$ cat src/rtl/bcd_countdown_timer_if.sv
// Control and status bundle for the BCD countdown timer.
// The master side drives load/start/pause; the slave (timer) returns the count and flags.
interface bcd_countdown_timer_if #(
  parameter int DIGITS = 4
);
  logic                  load;
  logic [4*DIGITS-1:0]   load_val;
  logic                  start;
  logic                  pause;
  logic [4*DIGITS-1:0]   q;
  logic                  running;
  logic                  done;
  logic                  load_err;

  modport master (
    output load, load_val, start, pause,
    input  q, running, done, load_err
  );

  modport slave (
    input  load, load_val, start, pause,
    output q, running, done, load_err
  );
endinterface

$ cat src/rtl/bcd_countdown_timer.sv
// Packed-BCD countdown timer with prescaled decrement, pause/resume and
// validated preset load. Count, state and all flags are registered.
module bcd_countdown_timer #(
  parameter int DIGITS   = 4,
  parameter int TICK_DIV = 100000
) (
  input  logic                  clk,
  input  logic                  rst,
  bcd_countdown_timer_if.slave  bus
);

  localparam int W  = 4 * DIGITS;
  // A one-bit prescaler is kept even when TICK_DIV is 1 so the width never collapses.
  localparam int PW = (TICK_DIV > 1) ? $clog2(TICK_DIV) : 1;
  localparam logic [PW-1:0] TICK_MAX = PW'(TICK_DIV - 1);

  typedef enum logic [1:0] {
    IDLE    = 2'd0,
    RUN     = 2'd1,
    PAUSED  = 2'd2,
    EXPIRED = 2'd3
  } state_t;

  state_t          state, state_nxt;
  logic [W-1:0]    q_r, q_nxt;
  logic [PW-1:0]   presc, presc_nxt;
  logic            running_r;
  logic            done_r, done_nxt;
  logic            load_err_r, load_err_nxt;
  logic            tick;
  logic [W-1:0]    q_dec;

  // True when every nibble holds a legal BCD digit (0..9).
  function automatic logic bcd_valid(input logic [W-1:0] v);
    logic ok;
    ok = 1'b1;
    for (int i = 0; i < DIGITS; i++) begin
      if (v[4*i +: 4] > 4'd9) ok = 1'b0;
    end
    return ok;
  endfunction

  // Subtract one in BCD: zero digits become nine and pass the borrow upward;
  // the first non-zero digit absorbs the borrow.
  function automatic logic [W-1:0] bcd_dec(input logic [W-1:0] v);
    logic [W-1:0] r;
    logic [3:0]   d;
    logic         borrow;
    r      = v;
    borrow = 1'b1;
    for (int i = 0; i < DIGITS; i++) begin
      d = v[4*i +: 4];
      if (borrow) begin
        if (d == 4'd0) begin
          d = 4'd9;
        end else begin
          d      = d - 4'd1;
          borrow = 1'b0;
        end
      end
      r[4*i +: 4] = d;
    end
    return r;
  endfunction

  assign tick  = (state == RUN) && (presc == TICK_MAX);
  assign q_dec = bcd_dec(q_r);

  // Next-state, next-count and flag logic; load outranks every other control.
  always_comb begin
    state_nxt    = state;
    q_nxt        = q_r;
    presc_nxt    = presc;
    done_nxt     = 1'b0;
    load_err_nxt = load_err_r;

    if (bus.load) begin
      if (bcd_valid(bus.load_val)) begin
        q_nxt        = bus.load_val;
        state_nxt    = IDLE;
        presc_nxt    = '0;
        load_err_nxt = 1'b0;
      end else begin
        load_err_nxt = 1'b1;
      end
    end else begin
      case (state)
        IDLE: begin
          if (bus.start && (q_r != '0)) begin
            state_nxt = RUN;
            presc_nxt = '0;
          end
        end
        RUN: begin
          presc_nxt = tick ? '0 : presc + PW'(1);
          if (tick) q_nxt = q_dec;
          // Reaching zero ends the run even if pause arrives in the same cycle.
          if (tick && (q_dec == '0)) begin
            state_nxt = EXPIRED;
            done_nxt  = 1'b1;
          end else if (bus.pause) begin
            state_nxt = PAUSED;
          end
        end
        PAUSED: begin
          if (bus.start && !bus.pause) state_nxt = RUN;
        end
        EXPIRED: begin
          state_nxt = EXPIRED;
        end
        default: state_nxt = IDLE;
      endcase
    end
  end

  // State, count, prescaler and registered status outputs.
  always_ff @(posedge clk) begin
    if (rst) begin
      state      <= IDLE;
      q_r        <= '0;
      presc      <= '0;
      running_r  <= 1'b0;
      done_r     <= 1'b0;
      load_err_r <= 1'b0;
    end else begin
      state      <= state_nxt;
      q_r        <= q_nxt;
      presc      <= presc_nxt;
      running_r  <= (state_nxt == RUN);
      done_r     <= done_nxt;
      load_err_r <= load_err_nxt;
    end
  end

  assign bus.q        = q_r;
  assign bus.running  = running_r;
  assign bus.done     = done_r;
  assign bus.load_err = load_err_r;

endmodule

$ cat src/flat_wrapper.sv
// flat-port wrapper written by rule: the top's interface ports become plain ports
module bcd_countdown_timer_flat 
#(
  parameter int DIGITS   = 4,
  parameter int TICK_DIV = 100000
)
  (clk, rst, bus_load, bus_load_val, bus_start, bus_pause, bus_q, bus_running, bus_done, bus_load_err);
  bcd_countdown_timer_if #(.DIGITS(DIGITS)) bus_i ();
  input  logic clk;
  input  logic rst;
  input wire logic [$bits(bus_i.load)-1:0] bus_load;
  input wire logic [$bits(bus_i.load_val)-1:0] bus_load_val;
  input wire logic [$bits(bus_i.start)-1:0] bus_start;
  input wire logic [$bits(bus_i.pause)-1:0] bus_pause;
  output wire logic [$bits(bus_i.q)-1:0] bus_q;
  output wire logic [$bits(bus_i.running)-1:0] bus_running;
  output wire logic [$bits(bus_i.done)-1:0] bus_done;
  output wire logic [$bits(bus_i.load_err)-1:0] bus_load_err;
  assign bus_i.load = bus_load;
  assign bus_i.load_val = bus_load_val;
  assign bus_i.start = bus_start;
  assign bus_i.pause = bus_pause;
  assign bus_q = bus_i.q;
  assign bus_running = bus_i.running;
  assign bus_done = bus_i.done;
  assign bus_load_err = bus_i.load_err;
  bcd_countdown_timer #(.DIGITS(DIGITS), .TICK_DIV(TICK_DIV)) u_core (.clk(clk), .rst(rst), .bus(bus_i));
endmodule
$ cat config.mk
export PLATFORM = sky130hd
export DESIGN_NAME = bcd_countdown_timer_flat
export DESIGN_NICKNAME = d
export VERILOG_FILES = /design/src/rtl/bcd_countdown_timer_if.sv /design/src/rtl/bcd_countdown_timer.sv /design/src/flat_wrapper.sv
export SDC_FILE = /design/constraint.sdc
export NUM_CORES = 1
export LEC_CHECK = 0
export CELL_PAD_IN_SITES_DETAIL_PLACEMENT = 0
export CELL_PAD_IN_SITES_GLOBAL_PLACEMENT = 1
export CORE_ASPECT_RATIO = 1.4
export CORE_MARGIN = 5
export CORE_UTILIZATION = 41
export DETAILED_ROUTE_END_ITERATION = 16
export PLACE_DENSITY = 0.86
export SLEW_MARGIN = 40
export SYNTH_ARGS = -nofsm -noshare
export SYNTH_HDL_FRONTEND = slang
export SYNTH_SLANG_ARGS = --single-unit
$ cat constraint.sdc
create_clock -name clk -period 4.3 [get_ports clk]
set_input_delay 0.86 -clock clk [delete_from_list [all_inputs] [get_ports clk]]
set_output_delay 0.86 -clock clk [all_outputs]
set_load 0.01 [all_outputs]
# [After elaboration in Yosys (flattened, before gate mapping)]
# Index checks and enable logic that the tools add are counted.
[totals] input_bits=21 ramBits=0 elab_cells=76 romBits=0 memories=0 register_bits=38 out_inout_bits=19 latchBits=0
[classes] n_eq_ne=7 n_bitwise=1 add_sub_neg=5 div=0 n_reduce_logical=18 magnitude_cmp=4 shifts=0 muxes=35 mul=0
[ops] cell="17-bit 2-to-1 mux" count=4
[ops] cell="16-bit 2-to-1 mux" count=4
[ops] cell="17-bit case mux with 2 select lines" count=1
[ops] cell="4-bit 2-to-1 mux" count=7
[ops] cell="17-bit by 1-bit adder with 17-bit output (second input constant)" count=1
[ops] cell="17-bit equality test (second input constant)" count=1
[ops] cell="4-bit > comparator (second input constant)" count=4
[ops] cell="16-bit logical NOT" count=1
[ops] cell="4-bit logical NOT" count=4
[ops] cell="16-bit nonzero test" count=1
[ops] cell="4-bit by 1-bit subtractor with 4-bit output (second input constant)" count=4
[ops] cell="1-bit 2-to-1 mux" count=12
[ops] cell="2-bit 2-to-1 mux" count=6
[ops] cell="2-bit case mux with 4 select lines" count=1
[ops] cell="3-bit AND reduction" count=2
[ops] cell="2-bit by 1-bit equality test with 1-bit output (second input constant)" count=2
[ops] cell="2-bit equality test (second input constant)" count=2
[ops] cell="1-bit logical AND" count=4
[ops] cell="2-bit nonzero test" count=2
[ops] cell="3-bit by 2-bit inequality test with 1-bit output (second input constant)" count=1
[ops] cell="3-bit nonzero test" count=1
[ops] cell="3-bit OR reduction" count=1
[ops] cell="2-bit logical NOT" count=1
[ops] cell="2-bit by 1-bit inequality test with 1-bit output (second input constant)" count=1
[ops] cell="other kinds (2)" count=2

# [Logic depth before layout (Yosys ltp)]
# Gate-level depths: netlist of run 1.
[logic_depth] depth_word=11 ltp_mapped=9 depth_no_buf=7

# [Least setup slack after synthesis of run 1]
# Ideal clock, no wire load.
[synth_path] path_type="reg-to-reg" startpoint="register u_core.q_r[0] (netlist: u_core.bus.q[0])" endpoint="register u_core.running_r (netlist: u_core.bus.running)" path_slack_ns=1.795 required_ns=4.185 arrival_ns=2.390 setup_ns=0.115 path_buffers=1 synth_period_minus_slack_ns=2.505 path_stages_with_launch=8 cell_sequence="dfxtp_1 or4_4 buf_6 nor4_4 mux2_2 nor4_1 o21ai_0 and2_1"
[synth_via] elab_chain_len=11 word_cells_on_any_way=18 classes_between="1 x add/sub; 1 x eq/ne; 11 x mux; 5 x reduce/logical"
[synth_rtl] element="start, declared" line="bcd_countdown_timer.sv:25" source="logic [W-1:0] q_r, q_nxt;"
[synth_rtl] element="start signal, assigned" line="bcd_countdown_timer.sv:127" source="q_r <= q_nxt;"
[synth_rtl] element="4-bit logical NOT" line="bcd_countdown_timer.sv:54" source="if (d == 4'd0) begin"
[synth_rtl] element="1-bit 2-to-1 mux" line="bcd_countdown_timer.sv:54"
[synth_rtl] element="1-bit 2-to-1 mux (2 in series)" line="bcd_countdown_timer.sv:53" source="if (borrow) begin"
[synth_rtl] element="4-bit 2-to-1 mux" line="bcd_countdown_timer.sv:53"
[synth_rtl] element="16-bit logical NOT" line="bcd_countdown_timer.sv:98" source="if (tick && (q_dec == '0)) begin"
[synth_rtl] element="1-bit logical AND" line="bcd_countdown_timer.sv:98"
[synth_rtl] element="2-bit 2-to-1 mux" line="bcd_countdown_timer.sv:98"
[synth_rtl] element="2-bit case mux with 4 select lines *" line="bcd_countdown_timer.sv:87" source="case (state)"
[synth_rtl] element="2-bit 2-to-1 mux *" line="bcd_countdown_timer.sv:77" source="if (bus.load) begin"
[synth_rtl] element="2-bit by 1-bit equality test with 1-bit output *" line="bcd_countdown_timer.sv:129" source="running_r <= (state_nxt == RUN);"
[synth_rtl] element="end signal, assigned" line="bcd_countdown_timer.sv:129"
[synth_rtl] element="end, declared" line="bcd_countdown_timer.sv:27" source="logic running_r;"
# Mark *: on every way between the ends. The rest lies on a longest branch, timed or not.
# A chain may end at the register's enable or synchronous reset.

# [Worst setup path after layout of run 1]
# Same ends and word-level chain as after synthesis.

==> results.md, run 1 <==
- Largest net degree at the start of global routing: 38
- Vias in the first global route: ~2,300
- Worst Skew: about 0.0055 ns
- Ratio of final minimum period to clock period: 0.700
- Routed WL: between 6000 and 7000 µm
- Syn_nets: between 300 and 400
- Dpl cell area: approximately 2700 µm²
- Number of flops mapped to enable cells by yosys: 0
- Synth Area in Compound Gates: 0.249
- Slowest cell delay on critical path: between 0.6 and 0.7 ns
- Clock Pin Slew Worst Setup and Hold Paths: approximately 0.080 ns
- Post-DR wirelength/cell: approximately 15 µm
- Slew Limit Headroom: 0.582
- Hold_sp: u_core.bus.q[9]
- Worst skew pair latency: around 0.3 ns
- Placer Congestion: 0.881
- DR vias/cell: slightly below 6
- Final Power: ~0.84 mW
- Resized cells post-CTS: 0
- Fin cells: around 410
- Pre-antenna DRT Iters: 4
- Reg2Reg Depth: 6
- Critical path class: flip-flop to flip-flop
- CP arrival: 3.20 ns
- Post-route ant nets: 0
- Via count: roughly 2,400
- # Post-CTS Setup Buffers: 0
- Share of layout cells above drive strength 1: 0.0733
- Outcome: finished clean
- Max Slew Vio Count: 0
- Syn. warnings: 0
- H-tree Lvls: 2
- Placed Cells: between 400 and 500
- First-pass GRT wire length: 10,600 µm
- Worst vdd ir: between 0.00015 and 0.0002 V
- FP Rows: 32
- Ys async rst share: 0
- Chip width: between 70 and 80 µm
- Core Util, Final: 0.512
- Cell Area, Synth: 2260 µm²
- FF-to-FF End: u_core.bus.running
- Yosys reg bits: 38
- Cell depth of the worst min-delay path: 2
- Dpl hpwl: 4540 µm
- Reg-to-reg slack, setup: 1.29 ns
- Largest family of logic cells by synthesized area: simple AND/OR/NAND/NOR gates
- Hold-fix buffers, CTS: 0
- Starting Density: 0.415
- Fillers: ~550
- Number of buffers created by CTS: 5
- DRT iter0 DRCs: approximately 190
- Final setup viols: 0
- Syn avg cell area: around 7.3 µm²
- Die area: approximately 7000 µm²
- CP max FO: 15
- Multiplexer share of the synthesized area: 0.00998
- Hold WC Path Type: flip-flop to flip-flop
- I/O pin count: 40
- Slowest cell on the critical path: or4_4
- Critical Path RT: approximately 4.5 ns
- Gr ovfl total: 0
- Clock Path Buffers: 2
- Commonest cells post-synth: nand2_1, dfxtp_1, nor2_1
- GRT Overall Usage: 0.183
- Core Box Area: about 5400 µm²
- CTS tree: done
- Endpoints failing hold: 0
- Worst slew pin tran: ~0.62 ns
- Setup ws final: roughly 1.3 ns
- P_leak: 1.00 nW
- Sink Count: 38
- Cell Pwr Density: between 300 and 400 nW/µm²
- Count leader, synth: nand2_1
- CP Cell Sequence: or4_4, nor4_4, mux2_2, nor4_1, o21ai_0, and2_1
- Biggest area consumer among synthesized cells: dfxtp_1
- Hold Slack: about 0.50 ns
- Synth cell types: 50
- Initial antenna violation count: 0
- Max_cap viols: 0
- Layout Nets: about 360
- FF-to-FF Start: u_core.bus.q[0]
- Adder-Cell Fraction of Synth Area: 0.00554
- Synth Area in Simple Gates: 0.332
- Max Clk Rate: about 0.33 GHz
- Die Ht: approximately 98 µm
- Critical path endpoint category: flip-flop
- Tmin final: about 3.0 ns
- Area growth, synth to finish: 23.4%
- Sequential share of the synthesized area: 0.337
- Top post-synthesis cells by area: dfxtp_1, o21ai_0, nand2_1, nor2_1, a21oi_1
- Port bufs: 39
- Clk Tree Root Cell: clkbuf_8
- Main synth FF type: dfxtp_1
- Xor/xnor share of the synthesized area: 0.0272
- Startpoint type of the worst setup path: flip-flop
- Min-Delay Endpoint: u_core.bus.q[9]
- Number of diodes: 0
- Syn Inst Count: between 300 and 400
- Yosys top cell area share: 0.337
- Unrepaired setup endpoints after global routing: no
- Final instance area: about 2800 µm²
- DP Worst Slack: 1.12 ns
- DRC violations left: 0
- TNS Setup: 0 ns
## layout by cell type (no fill, tap or decap), types with 4 or more instances in the layout
cell	instances
o21ai_0	35
nand2_1	40
and2_1	5
or2_2	5
xor2_1	5
dfxtp_1	38
or4_1	5
nand3_1	10
clkbuf_8	5
a31oi_1	5
o21a_1	4
nor4_1	5
clkdlybuf4s50_1	39
o211ai_1	7
inv_1	4
or3_1	7
nor2_1	36
a21oi_1	27
and3_1	5
nor3_1	8
## final cells by class
class / count / area, µm² / share of cell area
multi-input combinational: 250 / 1410 / 0.507
sequential: 38 / 761 / 0.273
timing repair buffer: 41 / 405 / 0.145
tap: 68 / 85.1 / 0.0305
clock buffer: 5 / 68.8 / 0.0247
clock inverter: 3 / 40.0 / 0.0144
inverter: 4 / 15.0 / 0.00539
## metal layers
layer  vias to the layer above  share of wire  track usage
met3                        12          0.051       0.0402
li1                       1176              -            -
met2                        61           0.54        0.332
met1                      1121           0.39        0.202
met4                         0          0.017       0.0696
met5                         -              0            0
## power by group
part / leakage [nW] / total, mW / switching [mW] / internal [mW]
combinational: 0.635 / 0.161 / 0.0883 / 0.0727
clock: 0.0579 / 0.306 / 0.135 / 0.171
sequential: 0.307 / 0.371 / 0.0107 / 0.360
total: 1.00 / 0.838 / 0.234 / 0.604
## kinds of logic after synthesis
| kind of cell | count (synthesis) |
|---|---|
| AND/OR/NAND/NOR | 146 |
| flip-flops | 38 |
| AO/OA/AOI/OAI | 94 |
| adder cells (fa/ha/maj) | 1 |
| XOR/XNOR | 7 |
| buffers and inverters | 20 |
| multiplexers | 2 |
## registers in the layout, summed over array words and instances (netlist names)
register and flops:
u_core.state 2, u_core.bus.q 16, u_core.bus.running 1, u_core.bus.done 1, u_core.presc 17, u_core.bus.load_err 1
## worst max-delay path: cells and delay by family, from the launching register on
family          cells  cell delay (ns)
compound gates      1             0.27
mux                 1             0.39
flops               1             0.39
simple gates        4             1.87
## worst max path at each step
stage | startpoint | end | slack, ns | depth (start not counted)
6_report | u_core.bus.q[0] | u_core.bus.running | 1.29 | 6
2_1_floorplan | u_core.bus.q[0] | u_core.bus.running | 1.80 | 7
5_1_grt | u_core.bus.q[0] | u_core.bus.running | 1.08 | 6
3_5_place_dp | bus_load | u_core.presc[13] | 1.12 | 7
3_3_place_gp | bus_load | u_core.bus.q[7] | 1.10 | 6
4_1_cts | u_core.bus.q[0] | u_core.bus.running | 1.26 | 6
Note: power is estimated with default switching activity, not from simulation.
==> run 2, diff against run 1 <==
Settings changed: CORE_UTILIZATION 41 to 34, PLACE_DENSITY 0.86 to 0.76.
Clock period 4.3 ns to 2.6 ns, I/O delays scaled along.
==> run 2 against run 1 <==
First-iteration DRC count down 32%; register-to-register slack worse by 1.2 ns; critical path depth unchanged; design area up 5.6%; sequential share of layout area down 1.4 points; flip-flop and latch count unchanged; clock-buffer cell count up 2; clock power up 39%; die area up 18%; largest power group unchanged.
==> results.md, run 2 (synthesized netlist as in run 1, its figures left out) <==
- Outcome: finished clean
- Ratio of final minimum period to clock period: 0.955
- Critical path class: flip-flop to flip-flop
- Slew Limit Headroom: 0.628
- Hold Slack: 0.484 ns
- Initial antenna violation count: 0
- Max FFs per register: 17
- GRT Overall Usage: 0.164
- FF-to-FF Start: u_core.presc[11]
- CP arrival: approximately 2.7 ns
- Placer Congestion: between 0.8 and 0.9
- Hold-fix buffers, CTS: 0
- Hold WC Path Type: flip-flop to flip-flop
- Max_cap viols: 0
- CP max FO: 5
- Register area: 761 µm²
- Sink Count: 38
- Max Slew Vio Count: 0
- Gr ovfl total: 0
- Post-route ant nets: 0
- FP Rows: 35
- Number of buffers created by CTS: 5
- Final setup viols: 0
- Core Box Area: 6530 µm²
- Largest Register: u_core.presc
- First-pass GRT wire length: ~11,000 µm
- Cell depth of the worst min-delay path: 1
- Worst skew pair latency: between 0.2 and 0.3 ns
- Startpoint type of the worst setup path: flip-flop
- Clock Pin Slew Worst Setup and Hold Paths: around 0.07 ns
- Multi-input gate area: roughly 1400 µm²
- Fillers: around 700
- Commonest non-fill, non-tap cell in the layout: nand2_1
- Die area: between 8000 and 9000 µm²
- Share of layout cells above drive strength 1: 0.127
- Worst Skew: 0.00869 ns
- CTS tree: done
- Worst vdd ir: approximately 0.00026 V
- DR vias/cell: 5.61
- # Post-CTS Setup Buffers: 0
- DRT iter0 DRCs: 130
- Cell Pwr Density: between 400 and 500 nW/µm²
- Chip width: a little under 80 µm
- Clk Tree Root Cell: clkbuf_8
- Min-Delay Endpoint: u_core.presc[16]
- Layout Nets: roughly 380
- Die Ht: 106 µm
- DRC violations left: 0
- Dpl hpwl: 5150 µm
- Core Util, Final: 0.451
- Commonest cells after routing, fill and taps aside: nand2_1, clkdlybuf4s50_1, dfxtp_1, nor2_1, o21ai_0
- Critical path endpoint category: flip-flop
- P_leak: between 1 and 1.5 nW
- Vias in the first global route: 2,448
- H-tree Lvls: 2
- Endpoints failing hold: 0
- Routed WL: 6720 µm
- Worst slew pin tran: around 0.55 ns
- Via count: approximately 2,500
- I/O pin count: 40
- Tmin final: 2.48 ns
- Largest net degree at the start of global routing: 38
- Port bufs: 39
- Clock Path Buffers: 2
- Reg2Reg Depth: 6
- Area growth, synth to finish: 30.3%
- Reg-to-reg slack, setup: ~0.12 ns
- Critical Path RT: between 2 and 3 ns
- Number of diodes: 0
- Pre-antenna DRT Iters: 4
- FF-to-FF End: u_core.bus.running
- Starting Density: 0.346
- Max Clk Rate: a little over 0.4 GHz
- Unrepaired setup endpoints after global routing: no
- Hold_sp: u_core.presc[16]
- Post-DR wirelength/cell: approximately 15 µm
run 2: changes by cell type in the layout (fill, tap and decap cells not counted), sizes merged:
cell | previous run | this run
buf | 2 | 24
bufinv | 1 | 0
clkinv | 2 | 1
clkbuf | 5 | 7
run 2: metrics by stage:
| stage | setup TNS [ns] | area [µm²] | instances | total power [mW] | setup WS, ns |
|---|---|---|---|---|---|
| 5_1_grt | 0 | 2940 | 437 | 1.42 | 0.0157 |
| 3_5_place_dp | -0.350 | 2850 | 429 | 0.934 | -0.0461 |
| 4_1_cts | 0 | 2940 | 437 | 1.37 | 0.132 |
| 6_report | 0 | 2940 | 437 | 1.35 | 0.116 |
| 3_3_place_gp | 0 | 2850 | 429 | 0.936 | 0.0175 |
| 2_1_floorplan | 0 | 2260 | 308 | 0.801 | 0.0951 |
run 2: layout make-up:
class	instances	share of cell area
clock buffer	7	0.0293
clock inverter	1	0.00170
inverter	4	0.00510
multi-input combinational	250	0.480
sequential	38	0.259
tap	74	0.0315
timing repair buffer	63	0.194
run 2: power breakdown:
group	internal, mW	leakage, nW	switching (mW)
clock network	0.214	0.0482	0.212
registers	0.596	0.307	0.0136
logic	0.151	0.743	0.160
total	0.961	1.10	0.385
run 2: how the worst max path moves through the flow:
stage,start,endpoint,slack (ns),depth (start not counted)
floorplan,u_core.bus.q[0],u_core.bus.running,0.1,7
global placement,bus_load_val[14],u_core.presc[10],0.02,7
detailed placement,bus_load_val[14],u_core.presc[7],-0.05,7
CTS,u_core.bus.q[6],u_core.bus.running,0.13,6
global route,u_core.bus.q[6],u_core.bus.running,0.02,6
finish,u_core.presc[11],u_core.bus.running,0.12,6
run 2: timing repair:
action,4_1_cts,5_1_grt
setup endpoints to repair,0,3
resized for setup,0,1
hold endpoints to repair,0,0
run 2: critical path: stages (launching register included):
cell	delay, ns
dfxtp_1	0.36
or4_1	0.56
nor4_1	0.54
nand4_1	0.16
nor4_1	0.37
o21ai_0	0.19
and2_1	0.19
run 2: routing by layer:
metal / vias to the layer above / track usage / part of all wire
met1: 1160 / 0.185 / 0.41
li1: 1223 / - / -
met2: 56 / 0.302 / 0.53
met4: 0 / 0.0541 / 0.023
met3: 13 / 0.0339 / 0.041
met5: - / 0 / 0
==> run 3, diff against run 2 <==
Settings changed: ABC_AREA set to 1, PLACE_DENSITY 0.76 to 0.78.
==> run 3 against run 2 <==
Worst setup slack better by 0.47 ns; clock-buffer cell count is 1 lower; critical path type unchanged; design area is 7.5% higher; clock skew is 0.0040 ns lower.
==> results.md, run 3 <==
- Outcome: finished clean
- Layout Nets: between 400 and 500
- Dpl cell area: 3020 µm²
- H-tree Lvls: 2
- Sequential share of the synthesized area: 0.302
- Via count: 2,680
- Reg-to-reg slack, setup: 0.59 ns
- Port bufs: 39
- Sink Count: 38
- Final instance area: about 3200 µm²
- Post-route ant nets: 0
- Vias in the first global route: about 2,600
- Post-DR wirelength/cell: around 13 µm
- P_leak: 1.30 nW
- Ys async rst share: 0
- FF-to-FF Start: u_core.presc[0]
- Syn. warnings: 0
- Worst slew pin tran: between 0.3 and 0.4 ns
- Number of flops mapped to enable cells by yosys: 0
- Starting Density: 0.346
- Clock Path Buffers: 2
- Max_cap viols: 0
- FF-to-FF End: u_core.presc[14]
- Syn_nets: about 420
- Count leader, synth: nand2_1
- Unrepaired setup endpoints after global routing: no
- Hold_sp: u_core.presc[3]
- Die Ht: ~110 µm
- Min-Delay Endpoint: u_core.presc[3]
- Worst Skew: roughly 0.0047 ns
- Cell depth of the worst min-delay path: 2
- Reg2Reg Depth: 12
- CP Launch Point: u_core.presc[0]
- Tmin final: 2.01 ns
- Resized cells post-CTS: 0
- Worst path bufs/invs: 1
- Max Clk Rate: between 0.4 and 0.5 GHz
- Final setup viols: 0
- Chip width: about 83 µm
- Cell Area, Synth: around 2500 µm²
- Gr ovfl total: 0
- FP Rows: 37
- DRC violations left: 0
- CTS tree: done
- Clock Pin Slew Worst Setup and Hold Paths: about 0.080 ns
- GRT Overall Usage: 0.164
- Max FFs per register: 17
- Main synth FF type: dfxtp_1
- Fillers: around 800
- Worst vdd ir: around 0.00024 V
- Yosys reg bits: 38
- CP max FO: 4
- Syn avg cell area: ~6.3 µm²
- Commonest cells post-synth: nand2_1, inv_1, nor2_1
- DRT iter0 DRCs: between 100 and 150
- Synth cell types: 37
- Hold-fix buffers, CTS: 0
- Commonest non-fill, non-tap cell in the layout: nand2_1
- Routed WL: 7080 µm
- Top cell by count, worst path: nand3_1
- Biggest area consumer among synthesized cells: dfxtp_1
- Ratio of final minimum period to clock period: 0.773
- Placer Congestion: ~0.85
- I/O pin count: 40
- Share of layout cells above drive strength 1: 0.111
- Max Slew Vio Count: 0
- Critical Path RT: between 2 and 3 ns
- Largest net degree at the start of global routing: 24
- Syn Inst Count: roughly 400
- Delay-heaviest family, CP: simple AND/OR/NAND/NOR gates
- Die area: around 9200 µm²
- Startpoint type of the worst setup path: flip-flop
- Worst skew pair latency: 0.30 ns
- Commonest cells after routing, fill and taps aside: nand2_1, inv_1, nor2_1, clkdlybuf4s50_1, dfxtp_1
- TNS Setup: 0 ns
- Initial antenna violation count: 0
- Pre-antenna DRT Iters: 4
- Endpoints failing hold: 0
- Top post-synthesis cells by area: dfxtp_1, nand2_1, o21ai_0, nand3_1, inv_1
- # Post-CTS Setup Buffers: 0
- Number of diodes: 0
- Dpl hpwl: ~5600 µm
- Slowest cell on the critical path: dfxtp_1
- Critical path endpoint category: flip-flop
- First-pass GRT wire length: ~12,000 µm
- DR vias/cell: slightly below 5
- Slew Limit Headroom: 0.735
- Yosys top cell area share: 0.302
- Hold WC Path Type: flip-flop to flip-flop
- CP arrival: 2.20 ns
- Cell Pwr Density: roughly 530 nW/µm²
- Largest Register: u_core.presc
- Critical path class: flip-flop to flip-flop
- Slowest cell delay on critical path: around 0.37 ns
- Area growth, synth to finish: 25.7%
- CP Cell Sequence: ha_1, nand2_1, nor2_2, nand3_1, nor2_1, nand2_1, nor2_2, nand3_1, inv_1, nand3_1, a21oi_1, nor3_2
- Core Box Area: approximately 7300 µm²
- Clk Tree Root Cell: clkbuf_8
- Number of buffers created by CTS: 5
==> run 3: cell count changes after synthesis, sizes merged, moves of 5 or more <==
cell / previous run / this run
o211ai: 8 / 1
nand3: 10 / 34
or3: 7 / 0
and2: 5 / 0
nand2: 40 / 109
clkbuf: 11 / 4
inv: 4 / 45
or4: 7 / 0
nor2: 37 / 48
==> run 3: worst register-to-register path: stages, from the launching register on <==
cell,delay (ns)
dfxtp_1,0.37
ha_1,0.17
nand2_1,0.11
nor2_2,0.13
nand3_1,0.10
nor2_1,0.15
nand2_1,0.10
nor2_2,0.14
nand3_1,0.16
inv_1,0.15
nand3_1,0.08
a21oi_1,0.18
nor3_2,0.06
==> run 3: final cells by class <==
| class | count | area [µm²] | area share |
|---|---|---|---|
| Tap cell | 97 | 121 | 0.0384 |
| Sequential cell | 38 | 761 | 0.241 |
| Clock inverter | 2 | 60.1 | 0.0190 |
| Inverter | 45 | 169 | 0.0534 |
| Clock buffer | 6 | 82.6 | 0.0261 |
| Timing Repair Buffer | 47 | 450 | 0.142 |
| Multi-Input combinational cell | 304 | 1520 | 0.480 |
==> run 3: layer usage <==
metal / track usage / share of wire / wire length, µm
met1: 0.184 / 0.42 / 2940
met3: 0.0291 / 0.039 / 279
met4: 0.0611 / 0.021 / 149
met5: 0 / 0 / 0
met2: 0.296 / 0.52 / 3710
==> run 3: stage by stage <==
stage	total power [mW]	setup slack (ns)	hold slack (ns)	std cells	util
after floorplan	0.908	0.887	0.439	399	-
after global placement	1.05	0.332	0.449	531	0.416
after detailed placement	1.05	0.278	0.460	531	0.416
after CTS	1.69	0.586	0.477	539	0.435
after global routing	1.76	0.312	0.497	539	0.435
final	1.67	0.589	0.469	539	0.435
==> run 3: kinds of logic (layout without fill, tap and decap cells) <==
kind of cell,Yosys count,after routing,synth area share
compound gates,85,85,0.184
xor+xnor,1,1,0.00348
fa+ha+maj,1,1,0.00497
buf+inv,57,100,0.0940
flops,38,38,0.302
simple gates,217,217,0.411
==> run 3: report_power, final <==
part           total [mW]  leakage, nW  switching [mW]  internal, mW
Clock               0.641       0.0714           0.231         0.410
Sequential          0.622        0.308          0.0228         0.599
Combinational       0.411        0.925           0.248         0.163
==> run 3: worst max-delay path by stage <==
stage	to	depth (start not counted)	slack, ns
4_1_cts	u_core.presc[14]	12	0.59
6_report	u_core.presc[14]	12	0.59
3_3_place_gp	u_core.presc[10]	10	0.33
5_1_grt	u_core.presc[14]	12	0.31
2_1_floorplan	u_core.presc[14]	12	0.89
3_5_place_dp	u_core.presc[10]	10	0.28
